`src/rtl/cfg_discovery_regs.sv`:
```
// Discovery register table on AHB-Lite: read-only configuration words plus a
// runtime feature-enable register guarded by a set-only lock.
`timescale 1ns/1ps

package cfg_discovery_pkg;
  typedef struct packed {
    int          XLEN;
    int          AHBW;
    int          PA_BITS;
    logic [63:0] MISA;
    int          DCACHE_NUMWAYS;
    int          DCACHE_LINELENINBITS;
    int          DCACHE_WAYSIZEINBYTES;
    int          ICACHE_NUMWAYS;
    int          ICACHE_LINELENINBITS;
    int          ICACHE_WAYSIZEINBYTES;
    logic [63:0] RESET_VECTOR;
    logic [63:0] CLINT_BASE;
    logic [63:0] UART_BASE;
  } cvw_t;

  localparam cvw_t CVW_RV64 = '{XLEN: 64, AHBW: 64, PA_BITS: 56, MISA: 64'h8000_0000_0014_112D,
    DCACHE_NUMWAYS: 4, DCACHE_LINELENINBITS: 512, DCACHE_WAYSIZEINBYTES: 4096,
    ICACHE_NUMWAYS: 2, ICACHE_LINELENINBITS: 256, ICACHE_WAYSIZEINBYTES: 8192,
    RESET_VECTOR: 64'h8000_0000, CLINT_BASE: 64'h0200_0000, UART_BASE: 64'h1000_0000};

  localparam cvw_t CVW_RV32 = '{XLEN: 32, AHBW: 32, PA_BITS: 34, MISA: 64'h4014_112D,
    DCACHE_NUMWAYS: 4, DCACHE_LINELENINBITS: 512, DCACHE_WAYSIZEINBYTES: 4096,
    ICACHE_NUMWAYS: 2, ICACHE_LINELENINBITS: 256, ICACHE_WAYSIZEINBYTES: 8192,
    RESET_VECTOR: 64'h8000_0000, CLINT_BASE: 64'h0200_0000, UART_BASE: 64'h1000_0000};
endpackage

module cfg_discovery_regs
  import cfg_discovery_pkg::*;
#(
  parameter cvw_t                 P           = CVW_RV64,
  parameter int                   NUM_WORDS   = 16,
  parameter int                   WAIT_STATES = 0,
  parameter int                   FEAT_BITS   = 8,
  parameter logic [FEAT_BITS-1:0] FEAT_RESET  = '1
) (
  input  logic                 clk,
  input  logic                 reset,
  input  logic                 HSELCfg,
  input  logic [P.PA_BITS-1:0] HADDR,
  input  logic [1:0]           HTRANS,
  input  logic                 HWRITE,
  input  logic [2:0]           HSIZE,
  input  logic                 HREADY,
  input  logic [P.AHBW-1:0]    HWDATA,
  output logic [P.AHBW-1:0]    HRDATA,
  output logic                 HREADYCfg,
  output logic                 HRESPCfg,
  output logic [FEAT_BITS-1:0] FeatureEn
);
  localparam int             AW       = P.AHBW;
  localparam int             IDXW     = $clog2(NUM_WORDS);
  localparam logic [2:0]     SIZE_OK  = (AW == 64) ? 3'd3 : 3'd2;
  localparam logic [IDXW-1:0] IDX_FEAT = IDXW'(8);
  localparam logic [IDXW-1:0] IDX_LOCK = IDXW'(9);

  typedef enum logic [2:0] {S_IDLE, S_WAIT, S_DATA, S_ERR1, S_ERR2} state_t;

  state_t              state_q, state_d;
  logic [3:0]          cnt_q, cnt_d;
  logic [IDXW-1:0]     idx_q, idx_d;
  logic                half_q, half_d;
  logic                wr_q, wr_d;
  logic [FEAT_BITS-1:0] feat_q, feat_d;
  logic                lock_q, lock_d;
  logic                hready_q, hready_d;
  logic                hresp_q, hresp_d;

  logic            accept, commit, is_err;
  logic [IDXW-1:0] a_idx;
  logic [63:0]     entry, rd_sel;

  always_comb begin
    a_idx  = HADDR[IDXW+2:3];
    accept = (state_q == S_IDLE || state_q == S_DATA || state_q == S_ERR2)
             & HSELCfg & HTRANS[1] & HREADY;
    // On a 32-bit bus the upper halves of FEATCTL/LOCK are write-ignored.
    commit = (state_q == S_DATA) && wr_q && !(AW == 32 && half_q);

    feat_d = feat_q;
    lock_d = lock_q;
    if (commit && idx_q == IDX_FEAT) feat_d = HWDATA[FEAT_BITS-1:0];
    if (commit && idx_q == IDX_LOCK) lock_d = lock_q | HWDATA[0];

    // lock_d lets a transfer accepted alongside a LOCK commit see the new lock.
    is_err = (HSIZE != SIZE_OK)
           | (HWRITE & (a_idx != IDX_FEAT) & (a_idx != IDX_LOCK))
           | (HWRITE & (a_idx == IDX_FEAT) & lock_d);

    state_d = state_q;
    cnt_d   = cnt_q;
    idx_d   = idx_q;
    half_d  = half_q;
    wr_d    = wr_q;
    case (state_q)
      S_WAIT: begin
        if (cnt_q == 4'd0) state_d = S_DATA;
        else               cnt_d   = cnt_q - 4'd1;
      end
      S_ERR1:  state_d = S_ERR2;
      default: state_d = S_IDLE;
    endcase

    if (accept) begin
      idx_d  = a_idx;
      half_d = HADDR[2];
      wr_d   = HWRITE;
      if (is_err) begin
        state_d = S_ERR1;
      end else if (WAIT_STATES > 0) begin
        state_d = S_WAIT;
        cnt_d   = 4'(WAIT_STATES - 1);
      end else begin
        state_d = S_DATA;
      end
    end

    hready_d = !(state_d == S_WAIT || state_d == S_ERR1);
    hresp_d  = (state_d == S_ERR1 || state_d == S_ERR2);
  end

  always_ff @(posedge clk or posedge reset) begin
    if (reset) begin
      state_q  <= S_IDLE;
      cnt_q    <= 4'd0;
      idx_q    <= '0;
      half_q   <= 1'b0;
      wr_q     <= 1'b0;
      feat_q   <= FEAT_RESET;
      lock_q   <= 1'b0;
      hready_q <= 1'b1;
      hresp_q  <= 1'b0;
    end else begin
      state_q  <= state_d;
      cnt_q    <= cnt_d;
      idx_q    <= idx_d;
      half_q   <= half_d;
      wr_q     <= wr_d;
      feat_q   <= feat_d;
      lock_q   <= lock_d;
      hready_q <= hready_d;
      hresp_q  <= hresp_d;
    end
  end

  always_comb begin
    entry = 64'h0;
    case (idx_q)
      IDXW'(0): entry = 64'h5741_4C4C_4346_4731;
      IDXW'(1): entry = P.MISA;
      IDXW'(2): entry = {16'(P.PA_BITS), 16'(P.AHBW), 16'(P.XLEN), 16'h0001};
      IDXW'(3): entry = {16'(P.DCACHE_NUMWAYS), 16'(P.DCACHE_LINELENINBITS),
                         32'(P.DCACHE_WAYSIZEINBYTES)};
      IDXW'(4): entry = {16'(P.ICACHE_NUMWAYS), 16'(P.ICACHE_LINELENINBITS),
                         32'(P.ICACHE_WAYSIZEINBYTES)};
      IDXW'(5): entry = P.RESET_VECTOR;
      IDXW'(6): entry = P.CLINT_BASE;
      IDXW'(7): entry = P.UART_BASE;
      IDX_FEAT: entry = 64'(feat_q);
      IDX_LOCK: entry = {63'h0, lock_q};
      default:  entry = 64'h0;
    endcase
    rd_sel = (AW == 32 && half_q) ? {32'h0, entry[63:32]} : entry;
    HRDATA = (state_q == S_DATA && !wr_q) ? rd_sel[AW-1:0] : '0;
  end

  assign HREADYCfg = hready_q;
  assign HRESPCfg  = hresp_q;
  assign FeatureEn = feat_q;

  logic unused_bits;
  assign unused_bits = ^{HADDR, HTRANS[0], HWDATA};
endmodule

```
`config.mk`:
```
export PLATFORM = sky130hd
export DESIGN_NAME = cfg_discovery_regs
export DESIGN_NICKNAME = d
export VERILOG_FILES = /design/src/rtl/cfg_discovery_regs.sv
export SDC_FILE = /design/constraint.sdc
export NUM_CORES = 1
export LEC_CHECK = 0
export CORE_AREA = 2 2 79 81
export DETAILED_ROUTE_END_ITERATION = 6
export DIE_AREA = 0 0 81 83
export GPL_TIMING_DRIVEN = 0
export PLACE_DENSITY = 0.83
export SLEW_MARGIN = 20
export SYNTH_ARGS = -nofsm -noshare
export SYNTH_HDL_FRONTEND = slang
export SYNTH_SLANG_ARGS = --single-unit
```
`constraint.sdc`:
```
create_clock -name clk -period 6.8 [get_ports clk]
set_input_delay 1.02 -clock clk [delete_from_list [all_inputs] [get_ports clk]]
set_output_delay 1.02 -clock clk [all_outputs]
set_load 0.05 [all_outputs]
```
== Yosys cells after proc, flatten, opt, wreduce, memory -nomap -nowiden ==
Index checks and enable logic that the tools add are counted.

* Output and inout port bits: 74
* Bits in registers: 23
* Input bits: 130
* Logic and storage cells: 61

* Reductions and logical operators: 14
* Mux-type cells: 7
* Bitwise operators: 11
* Add/subtract/negate cells: 1
* Equal/unequal tests: 20

{| class="wikitable"
|+ Operators by type and width
! operator !! count
|-
| 64-bit one-hot mux with 10 select lines || 1
|-
| 64-bit two-way mux || 1
|-
| 4-bit by 3-bit equality test with 1-bit output (second input constant) || 4
|-
| 4-bit equality test (second input constant) || 3
|-
| 3-bit by 2-bit equality test with 1-bit output (second input constant) || 3
|-
| 4-bit by 2-bit equality test with 1-bit output (second input constant) || 2
|-
| 4-bit logical NOT || 2
|-
| 4-bit != test (second input constant) || 2
|-
| 1-bit bitwise AND || 7
|-
| 3-bit by 1-bit equality test with 1-bit output (second input constant) || 2
|-
| 3-bit equality test (second input constant) || 2
|-
| 3-bit two-way mux || 2
|-
| 3-bit one-hot mux with 2 select lines || 1
|-
| 4-bit by 1-bit equality test with 1-bit output (second input constant) || 1
|-
| 1-bit logical AND || 4
|-
| 1-bit logical OR || 4
|-
| 4-bit by 1-bit subtractor with 4-bit output (second input constant) || 1
|-
| 3-bit logical NOT || 1
|-
| 3-bit by 2-bit != test with 1-bit output (second input constant) || 1
|-
| 1-bit OR || 3
|-
| 1-bit logical NOT || 2
|-
| 1-bit two-way mux || 2
|-
| 2-bit AND reduction || 1
|-
| 1-bit NOT || 1
|}

== Longest topological paths before layout ==
Gate-level depths: netlist of run 1.

* Word-level depth: 11
* Depth in mapped cells: 6
* Mapped depth without buffers: 6

== Worst setup path after synthesis of run 1 ==
OpenSTA, ideal clock, no wires.

* Path kind: flip-flop to output port
* Start point: register state_q[0]
* End point: output HRDATA[10]
* Slack: 2.314 ns
* Data arrival time: 3.466 ns
* Cell stages (with the launch flop): 6
* Buffers on the path: 1
* Required time: 5.780 ns
* Path through: dfrtp_1 nand2b_1 nor4_1 or2b_1 nor3_1 buf_4

* Word-level cells in the longest chain between the ends: 3

{| class="wikitable"
|+ RTL lines
! element !! line !! RTL
|-
| start: declaration || 64 || <nowiki>state_t state_q, state_d;</nowiki>
|-
| start signal: assignment || 139 || <nowiki>state_q <= state_d;</nowiki>
|-
| 3-bit by 2-bit equality test with 1-bit output || 169 || <nowiki>HRDATA = (state_q == S_DATA && !wr_q) ? rd_sel[AW-1:0] : '0;</nowiki>
|-
| 1-bit logical AND || 169 ||
|-
| 64-bit two-way mux || 169 ||
|-
| end: declaration || 51 || <nowiki>output logic [P.AHBW-1:0] HRDATA,</nowiki>
|}

Every way passes these cells.

== Worst setup path in the final report of run 1 ==
* Start point: register state_q[0]
* End point: output HRDATA[30]

Same word-level chain as after synthesis.

==> results of run 1 <==
[registers in the layout, indices dropped and copies added, names as in the netlist]
signal	cells
cnt_q	4
wr_q	1
idx_q	4
HREADYCfg	1
HRESPCfg	1
state_q	3
lock_q	1
FeatureEn	8
[per-stage QoR]
step	hold WS (ps)	instance area (µm²)	util (%)	setup slack [ps]
after global routing	537	2520	43.4	2630
after global placement	465	2460	42.3	2210
final	488	2520	43.4	2810
after floorplan	442	1630	-	2310
after CTS	491	2520	43.4	2760
after detailed placement	468	2470	42.5	3060
[cell type report]
type                    count  area [µm²]  share of cell area, %
repair buffers             75         748                   29.7
multi-input cells         104         666                   26.4
flip-flops and latches     23         587                   23.3
plain buffers              48         349                   13.8
well taps                  75        93.8                   3.72
clock buffers               3        41.3                   1.64
inverters                   8        30.0                   1.19
clock inverters             1        7.51                  0.298
[report_power, final]
group / switching [µW] / leakage (µW) / total [µW] / internal (µW)
Clock: 45.1 / 0.0000217 / 86.5 / 41.4
Sequential: 22.1 / 0.000273 / 193 / 171
Combinational: 146 / 0.000861 / 231 / 84.5
Total: 213 / 0.00116 / 510 / 296
[how the worst max path moves through the flow]
stage                     depth (start not counted)         end            startpoint  slack (ps)
after floorplan                                   5  HRDATA[10]  state_q[0]$_DFF_PP0_        2310
after global placement                            6  HRDATA[10]  state_q[0]$_DFF_PP0_        2210
after detailed placement                          7  HRDATA[30]  state_q[0]$_DFF_PP0_        3060
after CTS                                         7  HRDATA[30]  state_q[0]$_DFF_PP0_        2760
after global routing                              7  HRDATA[30]  state_q[0]$_DFF_PP0_        2630
final                                             7  HRDATA[30]  state_q[0]$_DFF_PP0_        2810
[placed cells by master (no fill, tap or decap), types with 2 or more instances in the layout]
master           Yosys  final
clkdlybuf4s50_1      0     74
buf_4               45     46
conb_1               1     20
dfrtp_1             14     14
mux2_2              13     13
dfstp_2              9      9
nor2_1               9      9
nand2_1              9      9
inv_1                8      8
a21oi_1              6      6
and2_1               5      5
nand2b_1             4      4
a21o_1               4      4
and3_1               4      4
nor3b_1              3      3
o21ai_0              3      3
clkbuf_1             3      3
nor4_1               3      3
nor3_1               4      3
clkbuf_8             0      3
xor2_1               2      2
nor2b_1              2      2
[kinds of logic (layout without fill, tap and decap cells)]
| logic type | after synthesis | after routing | share of synthesized area [%] |
|---|---|---|---|
| buf+inv | 56 | 135 | 24.4 |
| simple gates | 51 | 51 | 18.8 |
| flops | 23 | 23 | 37.7 |
| compound gates | 16 | 16 | 6.92 |
| mux | 13 | 13 | 9.41 |
| xor+xnor | 3 | 3 | 1.69 |
| fa+ha+maj | 1 | 1 | 0.804 |
| other cells | 1 | 20 | 0.241 |
[routing by layer]
layer / vias up / wire, µm / global-route usage, %
met1: 593 / 1350 / 10.9
met3: 2 / 467 / 2.83
li1: 674 / - / -
met5: - / 0 / 0
met2: 68 / 1970 / 22.0
met4: 0 / 7 / 2.77
[critical path, stage by stage (launching register included)]
cell and delay, ps:
dfrtp_1 410, nand2b_1 240, nor4_1 380, or2b_1 320
nor3_2 190, buf_4 240, buf_4 130, clkdlybuf4s50_1 800
==> out/metrics.cfg, run 1 <==
[status]
status=finished, final reports clean

[power_and_ir_drop]
powerDensity_nw_per_um2=202
total_leakage_power_uw=0.00116
total_power_uw=510
vdd.ir_drop.worst_uv=79.2

[timing]
final_max_slew_viol_count=0
period_minus_slack_ps=3990
tightest_slew_ps=907
finalSetupTns_ps=0
slew_headroom_pct=39.5
clock-skew-final_ps=7.70
finalHoldViolCount=0
final.period_utilization_pct=58.7
rsz0062_at_grt=no
max_freq_mhz=250
setup_viol=0

[critical_path]
r2r-end=state_q[0]$_DFF_PP0_
cp.required_ps=5780
worst_setup_path_start_kind=register
r2r_slack_ps=5220
end_kind=output pin
crit_type=register to output pin
arrival_ps=2970
crit-reg2reg-launch=cnt_q[0]$_DFFE_PP0P_
ff2ff_path_depth=5
crit_path_max_fanout=16

[placed_design]
place.gp.congestion=0.818
port-buffer-count=74
dp_cells=333
place_hpwl_um=3230

[yosys]
synth_top_area_share_pct=22.5
synth.most_common_cell=buf_4
async_flop_share_pct=100
synth-seq-cells=23
ys.flop_type=dfrtp_1
syn_avg_cell_area_um2=9.48
synth_area_leaders=dfrtp_1 (23%), buf_4 (22%), dfstp_2 (15%)
synth_area_um2=1560
yosysWarnings=0
synth_edf_count=0
netlist_instances=164
yosysTopAreaCell=dfrtp_1
synth_seq_area_share_pct=37.7
synth_commonest_cells=buf_4 (45), dfrtp_1 (14), mux2_2 (13)
ys_types=33

[drt]
vias=1337
via_per_inst=3.97
drt_first_iter_violations=30
drt_pass1_iterations=4
drtAntennaViolNets=0
drc=0
routed_wl_um=3790
drt-wirelength-per-cell_um=11.3

[cts]
cts_setup_buffers=0
htreeDepth=1
path_clk_slew_ps=90
clk_latency_ps=260
cts.path.max_buffers=2
cts_tree=built
cts_sinks=23
cts_resized=0
numCtsBuffers=3
ctsHoldBuffers=0
cts_root_buf=clkbuf_8

[run]
cap_violations=0

[final_layout]
drive_above_1_share_pct=29.0
nNetsFinal=394
diodes=0
nFillCells=588
area_delta_synth_final_pct=62.2
final_cell_count_no_fill=337

[floorplan]
die_w_um=81
start_util_pct=26.7
num_rows=28
dieHeight_um=83
design.core.area_um2=5820
dieArea_um2=6720
io_pins=204

[worst_hold_path]
hold_path_class=register to register
worstHoldEndpoint=lock_q$_DFF_PP0_
hold_path_depth=2
hp-start=lock_q$_DFF_PP0_

[global_routing]
grt.total_usage_pct=11.1
grt_max_degree=24
grt_pass1_vias=1310
antenna_found_initial=0
globalRouteOverflowTotal=0
grt_pass1_wl_um=6040

(Power assumes the default switching activity.)
==> run 2, diff against run 1 <==
--- a/config.mk
+++ b/config.mk
@@ -5,11 +5,10 @@
 export SDC_FILE = /design/constraint.sdc
 export NUM_CORES = 1
 export LEC_CHECK = 0
-export CORE_AREA = 2 2 79 81
+export CORE_UTILIZATION = 23
 export DETAILED_ROUTE_END_ITERATION = 6
-export DIE_AREA = 0 0 81 83
 export GPL_TIMING_DRIVEN = 0
-export PLACE_DENSITY = 0.83
+export PLACE_DENSITY = 0.76
 export SLEW_MARGIN = 20
 export SYNTH_ARGS = -nofsm -noshare
 export SYNTH_HDL_FRONTEND = slang
==> constraint.sdc (replaced) <==
create_clock -name clk -period 3.2 [get_ports clk]
set_input_delay 0.48 -clock clk [delete_from_list [all_inputs] [get_ports clk]]
set_output_delay 0.48 -clock clk [all_outputs]
set_load 0.05 [all_outputs]
==> run 2 against run 1 <==
Compared with the run above: the flow now finishes with violations (DRC); combinational power increased by 110%; non-clock buffer count unchanged; sequential power increased by 110%; critical path type unchanged.
==> out/metrics.cfg, run 2 (same netlist as run 1, synthesis figures left out) <==
[status]
status=finished with violations
violations=DRC

[final_layout]
nNetsFinal=394  ; unchanged
final_cell_mix=clkdlybuf4s50_1 (49), buf_4 (47), conb_1 (20)
register_area_um2=587  ; unchanged
nFillCells=644  ; +9.5%
area_delta_synth_final_pct=63.2
diodes=0  ; unchanged
largest_reg_flops=8  ; unchanged
drive_above_1_share_pct=30.2  ; +1.1 points
multi_input_area_um2=683  ; +2.6%
layout_commonest_cell=clkdlybuf4s50_1
utilization_pct=39.5  ; -3.9 points

[placed_design]
place_hpwl_um=3010  ; -6.8%
place.gp.congestion=0.763  ; -6.7%
port-buffer-count=74  ; unchanged
dp_slack_ps=-468  ; -3530 ps

[timing]
slew_headroom_pct=44.3  ; +4.8 points
setup_viol=0  ; unchanged
setup_ws_ps=129  ; -2680 ps
final.period_utilization_pct=96.0
clock-skew-final_ps=4.57  ; -3.12 ps
finalSetupTns_ps=0  ; unchanged
final_max_slew_viol_count=0  ; unchanged
finalHoldViolCount=0  ; unchanged
tightest_slew_ps=834  ; -72.1 ps
whs_ps=487  ; -0.927 ps
period_minus_slack_ps=3070
max_freq_mhz=326

[drt]
vias=1346  ; +0.67%
drtAntennaViolNets=0  ; unchanged
drt_first_iter_violations=77  ; +160%
drt_pass1_iterations=6  ; +2
routed_wl_um=3590  ; -5.3%
drt-wirelength-per-cell_um=10.6  ; -5.8%
via_per_inst=3.97  ; about the same
drc=26  ; +26

[cts]
cts_root_buf=clkbuf_8
cts.path.max_buffers=2  ; unchanged
clk_latency_ps=260  ; about the same
cts_tree=built
cts_sinks=23  ; unchanged
numCtsBuffers=3  ; unchanged
path_clk_slew_ps=80  ; about the same
ctsHoldBuffers=0  ; unchanged
htreeDepth=1  ; unchanged

[critical_path]
critPathTopFamily=simple AND/OR/NAND/NOR gates
slowest_stage=clkdlybuf4s50_1
crit_path_max_fanout=5  ; -11
r2r_slack_ps=1610  ; -3610 ps
end_kind=output pin
crit-reg2reg-launch=cnt_q[0]$_DFFE_PP0P_
path_cells=nand2b_1, or4_4, nor2_1, and3_1, clkdlybuf4s50_1
crit_type=register to output pin
r2r-end=state_q[0]$_DFF_PP0_
timing.critical_path.buf_inv=1  ; -2
max_stage_delay_ps=810  ; about the same
cp.required_ps=2720  ; -3060 ps
worst_setup_path_start_kind=register
arrival_ps=2590  ; -380 ps
ff2ff_path_depth=5  ; unchanged

[power_and_ir_drop]
vdd.ir_drop.worst_uv=195  ; +150%
total_power_uw=1070  ; +110%
total_leakage_power_uw=0.00127  ; +9.9%
powerDensity_nw_per_um2=423  ; +110%

[global_routing]
grt_max_degree=24  ; unchanged
grt.total_usage_pct=9.98  ; -1.1 points
grt_pass1_wl_um=5730  ; -5.1%
grt_pass1_vias=1209  ; -7.7%
antenna_found_initial=0  ; unchanged
globalRouteOverflowTotal=0  ; unchanged

[floorplan]
dieArea_um2=7090  ; +5.5%
io_pins=204  ; unchanged
dieHeight_um=84.2  ; +1.5%
start_util_pct=24.2  ; -2.5 points
die_w_um=84.2  ; +4.0%
num_rows=29  ; +3.6%
design.core.area_um2=6420  ; +10%

[worst_hold_path]
worstHoldEndpoint=cnt_q[3]$_DFFE_PP0P_
hold_path_class=register to register
hold_path_depth=1  ; -1
hp-start=cnt_q[3]$_DFFE_PP0P_

[run]
cap_violations=0  ; unchanged

==> run 2: cell types whose count changed in the layout (fill, tap and decap cells not counted), moves of 2 or more <==
cell             change
clkdlybuf4s15_1     +10
clkdlybuf4s50_1     -25
dlygate4sd2_1       +11
dlymetal6s2s_1       +2
==> run 2: layout make-up <==
class	count	share of cell area, %
clock buffers	4	1.78
inverters	8	1.18
well taps	77	3.80
repair buffers	75	29.4
flip-flops and latches	23	23.1
plain buffers	48	13.8
multi-input cells	104	26.9
==> run 2: layer usage <==
| metal | global-route usage, % | part of all wire [%] | up-vias | wire length, µm |
|---|---|---|---|---|
| met4 | 1.41 | 0.56 | 0 | 20 |
| li1 | - | - | 674 | - |
| met1 | 11.5 | 38 | 605 | 1350 |
| met2 | 18.6 | 50 | 65 | 1800 |
| met3 | 2.95 | 12 | 2 | 425 |
| met5 | 0 | 0 | - | 0 |
==> run 2: worst max path at each step <==
stage | start | endpoint | cells past startpoint
after floorplan | state_q[0]$_DFF_PP0_ | HRDATA[52] | 5
after global placement | state_q[0]$_DFF_PP0_ | HRDATA[10] | 6
after detailed placement | state_q[0]$_DFF_PP0_ | HRDATA[35] | 6
after CTS | state_q[0]$_DFF_PP0_ | HRDATA[53] | 6
after global routing | state_q[0]$_DFF_PP0_ | HRDATA[46] | 7
final | state_q[0]$_DFF_PP0_ | HRDATA[41] | 5
==> run 2: metrics by stage <==
stage | instances | instance area [µm²]
finish | 339 | 2540
global route | 339 | 2540
CTS | 339 | 2510
detailed placement | 334 | 2470
global placement | 334 | 2470
floorplan | 183 | 1630
==> run 2: where the power goes <==
group / leakage (µW) / total [µW] / internal, µW / switching [µW]
Combinational: 0.000975 / 489 / 177 / 312
Clock: 0.0000228 / 177 / 88.7 / 87.9
Sequential: 0.000273 / 407 / 362 / 44.9
==> run 2: timing repair <==
| action | in CTS | in global routing |
|---|---|---|
| hold endpoints to repair | 0 | 0 |
| buffers inserted | 1 | 0 |
| gates cloned | 0 | 0 |
| endpoints found under the setup margin | 22 | 24 |
| pin swaps | 1 | 0 |
| resized for setup | 24 | 14 |
